## src/rtl/btn_pkg.sv

```systemverilog
// Shared types and default timing for the push-button front end.
package btn_pkg;

  // Hold-to-repeat sequencer states
  typedef enum logic [1:0] {
    ST_IDLE   = 2'd0,
    ST_DELAY  = 2'd1,
    ST_REPEAT = 2'd2
  } rpt_state_t;

  // Default timing at 100 MHz with a 1 ms tick
  localparam int DEF_TICK_CYCLES     = 100_000;
  localparam int DEF_DEBOUNCE_MS     = 10;
  localparam int DEF_REPEAT_DELAY_MS = 500;
  localparam int DEF_REPEAT_RATE_MS  = 100;

  // Width of a counter that must hold values 0..limit
  function automatic int cnt_w(input int limit);
    return (limit < 1) ? 1 : $clog2(limit + 1);
  endfunction

endpackage

```

## src/rtl/btn_channel.sv

```systemverilog
// One button channel: 2-FF synchronizer, tick-based debounce, registered
// edge pulses and (with BTN_AUTOREPEAT_EN defined) a hold-to-repeat FSM.
module btn_channel
  import btn_pkg::*;
#(
  parameter int DEBOUNCE_MS     = DEF_DEBOUNCE_MS,
  parameter int REPEAT_DELAY_MS = DEF_REPEAT_DELAY_MS,
  parameter int REPEAT_RATE_MS  = DEF_REPEAT_RATE_MS
) (
  input  logic clk,
  input  logic reset_n,
  input  logic tick,
  input  logic rpt_en,
  input  logic btn_raw,
  output logic btn_level,
  output logic btn_pedge,
  output logic btn_nedge
);

  localparam int DW = cnt_w(DEBOUNCE_MS);

  logic [1:0]    sync_q;   // sync_q[1] is the clock-aligned input
  logic [DW-1:0] db_cnt;
  logic          level_q;
  logic          level_d;
  logic          rise;
  logic          fall;
  logic          rpt_pulse;

  // Two-flop synchronizer for the asynchronous raw input
  always_ff @(posedge clk or negedge reset_n) begin
    if (!reset_n) sync_q <= '0;
    else          sync_q <= {sync_q[0], btn_raw};
  end

  // Next debounced level: flips on the tick that completes the persistence window
  always_comb begin
    level_d = level_q;
    if ((sync_q[1] != level_q) && tick && (db_cnt == DW'(DEBOUNCE_MS - 1)))
      level_d = ~level_q;
    rise = level_d & ~level_q;
    fall = ~level_d & level_q;
  end

  // Debounce counter: cleared while input agrees, counts ticks while it differs
  always_ff @(posedge clk or negedge reset_n) begin
    if (!reset_n) begin
      db_cnt  <= '0;
      level_q <= 1'b0;
    end else begin
      level_q <= level_d;
      if (sync_q[1] == level_q)
        db_cnt <= '0;
      else if (tick)
        db_cnt <= (db_cnt == DW'(DEBOUNCE_MS - 1)) ? '0 : db_cnt + DW'(1);
    end
  end

`ifdef BTN_AUTOREPEAT_EN
  localparam int RMAX = (REPEAT_DELAY_MS > REPEAT_RATE_MS) ? REPEAT_DELAY_MS : REPEAT_RATE_MS;
  localparam int RW   = cnt_w(RMAX);

  rpt_state_t    state;
  logic [RW-1:0] rcnt;

  // Repeat pulse on the tick that completes the current interval; a
  // coincident release suppresses it
  always_comb begin
    rpt_pulse = 1'b0;
    if (tick && !fall) begin
      case (state)
        ST_DELAY:  rpt_pulse = (rcnt == RW'(REPEAT_DELAY_MS - 1));
        ST_REPEAT: rpt_pulse = (rcnt == RW'(REPEAT_RATE_MS - 1));
        default:   rpt_pulse = 1'b0;
      endcase
    end
  end

  // Hold-to-repeat sequencer: press arms the delay, then fixed-rate repeats
  always_ff @(posedge clk or negedge reset_n) begin
    if (!reset_n) begin
      state <= ST_IDLE;
      rcnt  <= '0;
    end else if (fall) begin
      state <= ST_IDLE;
      rcnt  <= '0;
    end else begin
      case (state)
        ST_IDLE: begin
          rcnt <= '0;
          if (rise && rpt_en) state <= ST_DELAY;
        end
        ST_DELAY: begin
          if (tick) begin
            if (rcnt == RW'(REPEAT_DELAY_MS - 1)) begin
              state <= ST_REPEAT;
              rcnt  <= '0;
            end else begin
              rcnt <= rcnt + RW'(1);
            end
          end
        end
        ST_REPEAT: begin
          if (tick)
            rcnt <= (rcnt == RW'(REPEAT_RATE_MS - 1)) ? '0 : rcnt + RW'(1);
        end
        default: begin
          state <= ST_IDLE;
          rcnt  <= '0;
        end
      endcase
    end
  end
`else
  // No repeat logic: press pulses only; repeat configuration is inert
  logic unused_cfg;
  assign unused_cfg = rpt_en ^ (REPEAT_DELAY_MS != 0) ^ (REPEAT_RATE_MS != 0);
  assign rpt_pulse  = 1'b0;
`endif

  // Registered level and edge pulses, aligned with the level change
  always_ff @(posedge clk or negedge reset_n) begin
    if (!reset_n) begin
      btn_level <= 1'b0;
      btn_pedge <= 1'b0;
      btn_nedge <= 1'b0;
    end else begin
      btn_level <= level_d;
      btn_pedge <= rise | rpt_pulse;
      btn_nedge <= fall;
    end
  end

endmodule

```

## src/rtl/button_conditioner.sv

```systemverilog
// Push-button front end: shared 1 ms prescaler plus N_BTN conditioned
// channels. Define BTN_AUTOREPEAT_EN to build hold-to-repeat on the
// channels selected by REPEAT_MASK.
module button_conditioner
  import btn_pkg::*;
#(
  parameter int               N_BTN           = 4,
  parameter int               TICK_CYCLES     = DEF_TICK_CYCLES,
  parameter int               DEBOUNCE_MS     = DEF_DEBOUNCE_MS,
  parameter int               REPEAT_DELAY_MS = DEF_REPEAT_DELAY_MS,
  parameter int               REPEAT_RATE_MS  = DEF_REPEAT_RATE_MS,
  parameter logic [N_BTN-1:0] REPEAT_MASK     = 4'b0110
) (
  input  logic             clk,
  input  logic             reset_n,
  input  logic [N_BTN-1:0] btn_raw,
  output logic [N_BTN-1:0] btn_level,
  output logic [N_BTN-1:0] btn_pedge,
  output logic [N_BTN-1:0] btn_nedge
);

  localparam int PW = cnt_w(TICK_CYCLES);

  logic [PW-1:0] pcnt;
  logic          tick;

  assign tick = (pcnt == PW'(TICK_CYCLES - 1));

  // Shared prescaler: one-cycle tick each time it wraps
  always_ff @(posedge clk or negedge reset_n) begin
    if (!reset_n) pcnt <= '0;
    else          pcnt <= tick ? '0 : pcnt + PW'(1);
  end

  for (genvar i = 0; i < N_BTN; i++) begin : g_ch
    btn_channel #(
      .DEBOUNCE_MS     (DEBOUNCE_MS),
      .REPEAT_DELAY_MS (REPEAT_DELAY_MS),
      .REPEAT_RATE_MS  (REPEAT_RATE_MS)
    ) u_ch (
      .clk       (clk),
      .reset_n   (reset_n),
      .tick      (tick),
      .rpt_en    (REPEAT_MASK[i]),
      .btn_raw   (btn_raw[i]),
      .btn_level (btn_level[i]),
      .btn_pedge (btn_pedge[i]),
      .btn_nedge (btn_nedge[i])
    );
  end

endmodule
```

## config.mk

```make
export PLATFORM = sky130hd
export DESIGN_NAME = button_conditioner
export DESIGN_NICKNAME = d
export VERILOG_FILES = /design/src/rtl/btn_pkg.sv /design/src/rtl/btn_channel.sv /design/src/rtl/button_conditioner.sv
export SDC_FILE = /design/constraint.sdc
export NUM_CORES = 1
export LEC_CHECK = 0
export CAP_MARGIN = 20
export CORE_MARGIN = 10
export CORE_UTILIZATION = 45
export DETAILED_ROUTE_END_ITERATION = 16
export GPL_TIMING_DRIVEN = 0
export PLACE_DENSITY = 0.7
export SLEW_MARGIN = 30
export SYNTH_ARGS = -nofsm -noshare
export SYNTH_HDL_FRONTEND = slang
export SYNTH_SLANG_ARGS = --single-unit
```

## constraint.sdc

```tcl
create_clock -name clk -period 1.75 [get_ports clk]
set_input_delay 0.2625 -clock clk [delete_from_list [all_inputs] [get_ports clk]]
set_output_delay 0.2625 -clock clk [all_outputs]
set_load 0.05 [all_outputs]
```

==> results.json, run 1 <==
{
  "status": "finished with violations",
  "violations": "setup timing",
  "startpoint_type": "register",
  "synth_flop_cell": "dfrtp_1",
  "dieArea_um2": 8919,
  "ctsLongestPathBuffers": 2,
  "ys_seq_elements": 53,
  "path_max_fanout": 7,
  "clk_pin_slew_worst_paths_ns": 0.09,
  "finClkSkew_ns": 0.004885,
  "ios": 18,
  "postRouteAntennaNets": 0,
  "slew_headroom": 0.5569,
  "postLayoutCoreUtil": 0.5898,
  "synth_top_area_share": 0.5319,
  "timing.final.max_slew_violations": 0,
  "worstHoldStart": "g_ch[1].u_ch.sync_q[0]",
  "max_cap_violations": 0,
  "final_area_um2": 3208,
  "layout_setup_ws_ns": -0.1355,
  "synth-async-reset-ratio": 1.000,
  "finalCriticalPeriod_ns": 1.886,
  "vdd_drop_max_uv": 535.7,
  "core-area_um2": 5439,
  "track_usage": 0.1154,
  "rsz0062_at_grt": "true",
  "finalHoldViolCount": 0,
  "synth_cells": 231,
  "syn_area_um2": 2494,
  "synth_cell_type_count": 29,
  "worst_ep_required_time_ns": 2.00,
  "antenna_found_initial": 0,
  "start_util": 0.4585,
  "min_path_type": "register to register",
  "fin_crit_sh": 1.077,
  "vias": 1783,
  "synth_most_common_cell": "dfrtp_1",
  "dr.pass1.iters": 4,
  "design.final.nets": 297,
  "synth_common_cells": "53 x dfrtp_1, 21 x nand2_1, 17 x ha_1, 17 x inv_1, 13 x nor2_1",
  "tightest_slew_ns": 0.6599,
  "grt_max_degree": 29,
  "rows": 27,
  "fp.dieW_um": 94.44,
  "fmax_ghz": 0.5304,
  "htreeDepth": 2,
  "fillers": 477,
  "tns_ns": -1.587,
  "clk-insertion-delay-late_ns": 0.30,
  "p_leak_nw": 1.543,
  "yosys_warnings": 0,
  "layout-drive-gt1-share": 0.2664,
  "setup_viol": 21,
  "grt_pass1_vias": 1806,
  "hold_depth": 0,
  "cp-end-kind": "register",
  "grt_remaining_overflow": 0,
  "die-height_um": 94.44,
  "clock_sinks": 53,
  "routed_wirelength_um": 4914,
  "worst-r2r-cell-count": 8,
  "ys_seq_area_frac": 0.5319,
  "port_buffers": 17,
  "critical_path_arrival_ns": 2.13,
  "path_class": "register to register",
  "cts_tree": "built",
  "place_ws_ns": -0.2794,
  "syn-num-nets": 254,
  "via_per_inst": 5.153,
  "syn_avg_cell_area_um2": 10.79,
  "syn_to_final_growth_pct": 28.65,
  "synth_edf_count": 0,
  "cts_buffers": 5,
  "holdPathEnd": "g_ch[1].u_ch.sync_q[1]",
  "dpl_cell_area_um2": 2806,
  "r2r-start": "pcnt[0]",
  "final_cells": 346,
  "r2r_setup_slack_ns": -0.14,
  "grt_pass1_wl_um": 8390,
  "wl_per_cell_um": 14.20,
  "dp.cells": 321,
  "drt-initial-drc-count": 68,
  "holdWs_ns": 0.3578,
  "synth_area_leaders": "dfrtp_1 53%, ha_1 8.5%, buf_4 3.6%",
  "totalPowerFinal_mw": 1.987,
  "r2r-end": "g_ch[3].u_ch.level_q",
  "cellPowerDensity_nw_per_um2": 619.3,
  "place.gp.congestion": 0.8416,
  "dp_hpwl_um": 3104,
  "root_buffer": "clkbuf_8",
  "drt_drc_violations_left": 0,
  "yosysTopAreaCell": "dfrtp_1",
  "n_antenna_cell": 0
}
-- logic make-up (layout without fill, tap and decap cells) --
kind of cell             count (synthesis)  count (layout)  share of synthesized area
AND/OR/NAND/NOR                         84              84                     0.1841
flip-flops                              53              53                     0.5319
buffers and inverters                   34              77                    0.07125
AO/OA/AOI/OAI                           24              24                    0.06021
XOR/XNOR                                18              18                    0.06322
adder cells (fa/ha/maj)                 17              17                    0.08530
multiplexers                             1               1                   0.004014
-- worst max-delay path, cell delays in order, from the launching register on --
cell and delay [ns]:
dfrtp_1 0.41, ha_4 0.16, and4_4 0.22, nand4b_1 0.19, buf_6 0.18, clkbuf_16 0.16, nor3_4 0.21, ha_1 0.25
inv_1 0.05
-- where the power goes --
part | switching (mW) | leakage (nW) | internal (mW) | total (mW)
sequential | 0.00327 | 0.704 | 1.23 | 1.24
clock | 0.382 | 0.0443 | 0.315 | 0.697
combinational | 0.0357 | 0.794 | 0.0182 | 0.0539
total | 0.421 | 1.54 | 1.57 | 1.99
-- repair_timing --
item / CTS / global route
pin swaps: 17 / 15
cloned: 0 / 0
setup buffers: 13 / 5
endpoints found under the setup margin: 46 / 30
resized for setup: 36 / 18
endpoints found under the hold margin: 25 / 0
hold buffers: 1 / 0
-- worst max path at each step --
stage	depth (start not counted)	startpoint	slack, ns	endpoint
floorplan	8	pcnt[0]	-0.01	g_ch[0].u_ch.level_q
global placement	1	reset_n	-1.16	g_ch[0].u_ch.sync_q[1]
detailed placement	8	pcnt[0]	-0.28	g_ch[3].u_ch.level_q
CTS	8	pcnt[0]	-0.07	g_ch[3].u_ch.level_q
global route	7	pcnt[12]	-0.22	g_ch[3].u_ch.level_q
finish	8	pcnt[0]	-0.14	g_ch[3].u_ch.level_q
-- layout by cell type, fill, tap and decap left out, types with 5 or more instances in the layout --
master         synthesis  layout
clkbuf_8               0       6
inv_1                 17      17
nor2_1                13      13
nand3_1               12      12
ha_1                  17      14
a21oi_1               12       7
buf_4                 12      27
buf_6                  0       6
a21oi_2                0       5
xor2_1                10      10
xnor2_1                8       8
nand2_1               21      20
or3_1                  8       5
dlygate4sd2_1          0      12
dfrtp_1               53      51
-- metal layers --
| layer | vias up | part of all wire | GRT usage |
|---|---|---|---|
| met5 | - | 0 | 0 |
| met4 | 0 | 0.021 | 0.04051 |
| met3 | 11 | 0.035 | 0.02934 |
| met2 | 25 | 0.50 | 0.1974 |
| met1 | 882 | 0.45 | 0.1373 |
| li1 | 865 | - | - |
-- area by class of cell --
type	count	area (um2)	share of cell area
Timing Repair Buffer	37	332.8	0.1037
Tap cell	72	90.09	0.02808
Buffer	16	152.6	0.04758
Inverter	17	63.81	0.01989
Sequential cell	53	1329	0.4142
Multi-Input combinational cell	144	1154	0.3596
Clock buffer	7	86.33	0.02691
-- state kept, by name, indices dropped and copies added, names as in the netlist --
name                 cells
g_ch.u_ch.btn_nedge      4
g_ch.u_ch.sync_q         8
g_ch.u_ch.level_q        4
g_ch.u_ch.db_cnt        16
pcnt                    17
g_ch.u_ch.btn_pedge      4
Power figures use the tool's default switching activity.
==> run 2, diff against run 1 <==
CORE_UTILIZATION = 26   (was 45)
PLACE_DENSITY = 0.47   (was 0.7)
==> run 2 against run 1 <==
Net effect: the flow still finishes with violations (setup timing); non-clock buffer count grew 1; core utilization down 24 points; flip-flop and latch count unchanged; critical endpoint is now g_ch[2].u_ch.level_q.
==> results.json, run 2 (same netlist as run 1, synthesis figures left out) <==
{
  "status": "finished with violations",
  "violations": "setup timing",
  "dieArea_um2": 13910,
  "fp.dieW_um": 117.9,
  "ios": 18,
  "cts_buffers": 5,
  "layout_commonest_cell": "dfrtp_1",
  "rsz0062_at_grt": "true",
  "timing.final.max_slew_violations": 0,
  "p_leak_nw": 1.559,
  "final_cell_mix": "51 x dfrtp_1, 30 x buf_4, 20 x nand2_1",
  "dp_hpwl_um": 3197,
  "largest_register_ffs": 17,
  "clk-insertion-delay-late_ns": 0.30,
  "dpl_cell_area_um2": 2878,
  "routed_wirelength_um": 4944,
  "tightest_slew_ns": 0.6755,
  "grt_max_degree": 34,
  "path_max_fanout": 7,
  "syn_to_final_growth_pct": 31.26,
  "grt_pass1_wl_um": 8549,
  "critical_path_arrival_ns": 2.06,
  "finClkSkew_ns": 0.007811,
  "path_class": "register to register",
  "clk_pin_slew_worst_paths_ns": 0.09,
  "r2r-start": "pcnt[0]",
  "largest-register": "pcnt",
  "place.gp.congestion": 0.7559,
  "r2r-end": "g_ch[2].u_ch.level_q",
  "port_buffers": 17,
  "ctsLongestPathBuffers": 2,
  "wl_per_cell_um": 12.24,
  "grt_remaining_overflow": 0,
  "drt-initial-drc-count": 76,
  "max_cap_violations": 0,
  "rows": 35,
  "design.final.nets": 298,
  "setup_viol": 7,
  "via_per_inst": 4.354,
  "dr.pass1.iters": 4,
  "vias": 1759,
  "final_area_um2": 3273,
  "worst_ep_required_time_ns": 2.00,
  "cp-end-kind": "register",
  "worstHoldStart": "g_ch[3].u_ch.sync_q[0]",
  "holdPathEnd": "g_ch[3].u_ch.sync_q[1]",
  "root_buffer": "clkbuf_8",
  "hold_depth": 0,
  "dp.cells": 378,
  "worstPathCellList": "ha_4, and4_4, nand4b_1, buf_6, clkbuf_16, nor3_4, ha_1, inv_1",
  "cellPowerDensity_nw_per_um2": 611.0,
  "vdd_drop_max_uv": 301.6,
  "slowest_delay_ns": 0.41,
  "clock_sinks": 53,
  "final_cells": 404,
  "start_util": 0.2686,
  "track_usage": 0.07290,
  "core-area_um2": 9284,
  "layout-drive-gt1-share": 0.2618,
  "postRouteAntennaNets": 0,
  "critPathSlowestCell": "dfrtp_1",
  "top_regs": "pcnt (17), g_ch.u_ch.db_cnt (16), g_ch.u_ch.sync_q (8)",
  "r2r_setup_slack_ns": -0.07,
  "worst-r2r-cell-count": 8,
  "fmax_ghz": 0.5499,
  "drt_drc_violations_left": 0,
  "slew_headroom": 0.5464,
  "n_antenna_cell": 0,
  "htreeDepth": 2,
  "antenna_found_initial": 0,
  "min_path_type": "register to register",
  "layout_setup_ws_ns": -0.06858,
  "startpoint_type": "register",
  "cts_tree": "built",
  "finalCriticalPeriod_ns": 1.819,
  "fin_crit_sh": 1.039,
  "grt_pass1_vias": 1775,
  "totalPowerFinal_mw": 2.000,
  "finalHoldViolCount": 0,
  "die-height_um": 117.9
}
[run 2: cell count changes in the layout (fill, tap and decap cells not counted), moves of 2 or more]
cell      change
buf_6         -2
or3_1         +2
or3_4         -2
a311oi_1      +2
nor4_1        -2
a311oi_2      -2
buf_4         +3
[run 2: where the power goes]
group / switching (mW) / internal, mW / total [mW]
Sequential: 0.00290 / 1.23 / 1.24
Combinational: 0.0361 / 0.0183 / 0.0545
Clock: 0.396 / 0.314 / 0.710
Total: 0.435 / 1.57 / 2.00
[run 2: metrics by stage]
step                hold WS [ns]    util  setup slack (ns)  TNS (ns)
finish                    0.3579  0.3526          -0.06858   -0.3004
global route              0.3618  0.3526           -0.1616    -1.624
CTS                       0.3604  0.3389          -0.06243   -0.3236
detailed placement        0.1697  0.3100           -0.2264    -3.064
global placement          0.3348  0.3081            -1.334    -73.06
floorplan               -0.03309       -          -0.01290  -0.02580
[run 2: worst max path at each step]
stage                        from              endpoint  slack, ns  depth (start not counted)
final                     pcnt[0]  g_ch[2].u_ch.level_q      -0.07                          8
after global routing      pcnt[0]  g_ch[3].u_ch.level_q      -0.16                          8
after CTS                 pcnt[0]  g_ch[2].u_ch.level_q      -0.06                          8
after detailed placement  pcnt[0]  g_ch[3].u_ch.level_q      -0.23                          8
after global placement    reset_n               pcnt[5]      -1.33                          1
after floorplan           pcnt[0]  g_ch[0].u_ch.level_q      -0.01                          8
[run 2: per-layer routing]
metal / GRT usage / up-vias / part of all wire
met3: 0.02014 / 4 / 0.040
met2: 0.1154 / 17 / 0.47
li1: - / 867 / -
met4: 0.02396 / 0 / 0.0089
met1: 0.09335 / 871 / 0.48
met5: 0 / - / 0
[run 2: timing repair]
| action | 4_1_cts | 5_1_grt |
|---|---|---|
| gates cloned | 0 | 0 |
| setup buffers | 14 | 5 |
| gates resized for setup | 28 | 21 |
| pin swaps | 8 | 6 |
| endpoints found under the hold margin | 20 | 0 |
| hold buffers | 1 | 0 |
| setup endpoints to repair | 46 | 28 |
[run 2: final cells by class]
type	count	area, um2
multi-input cells	144	1144
well taps	129	161.4
inverters	17	63.81
clock buffers	6	82.58
clock inverters	1	7.507
plain buffers	16	145.1
repair buffers	38	340.3
fillers	991	6011
flip-flops and latches	53	1329
[run 2: critical path: cells and delay by family (launching register included)]
family	cells	cell delay (ns)
adder cells (fa/ha/maj)	2	0.40
flip-flops	1	0.41
AND/OR/NAND/NOR	3	0.58
buffers and inverters	3	0.38
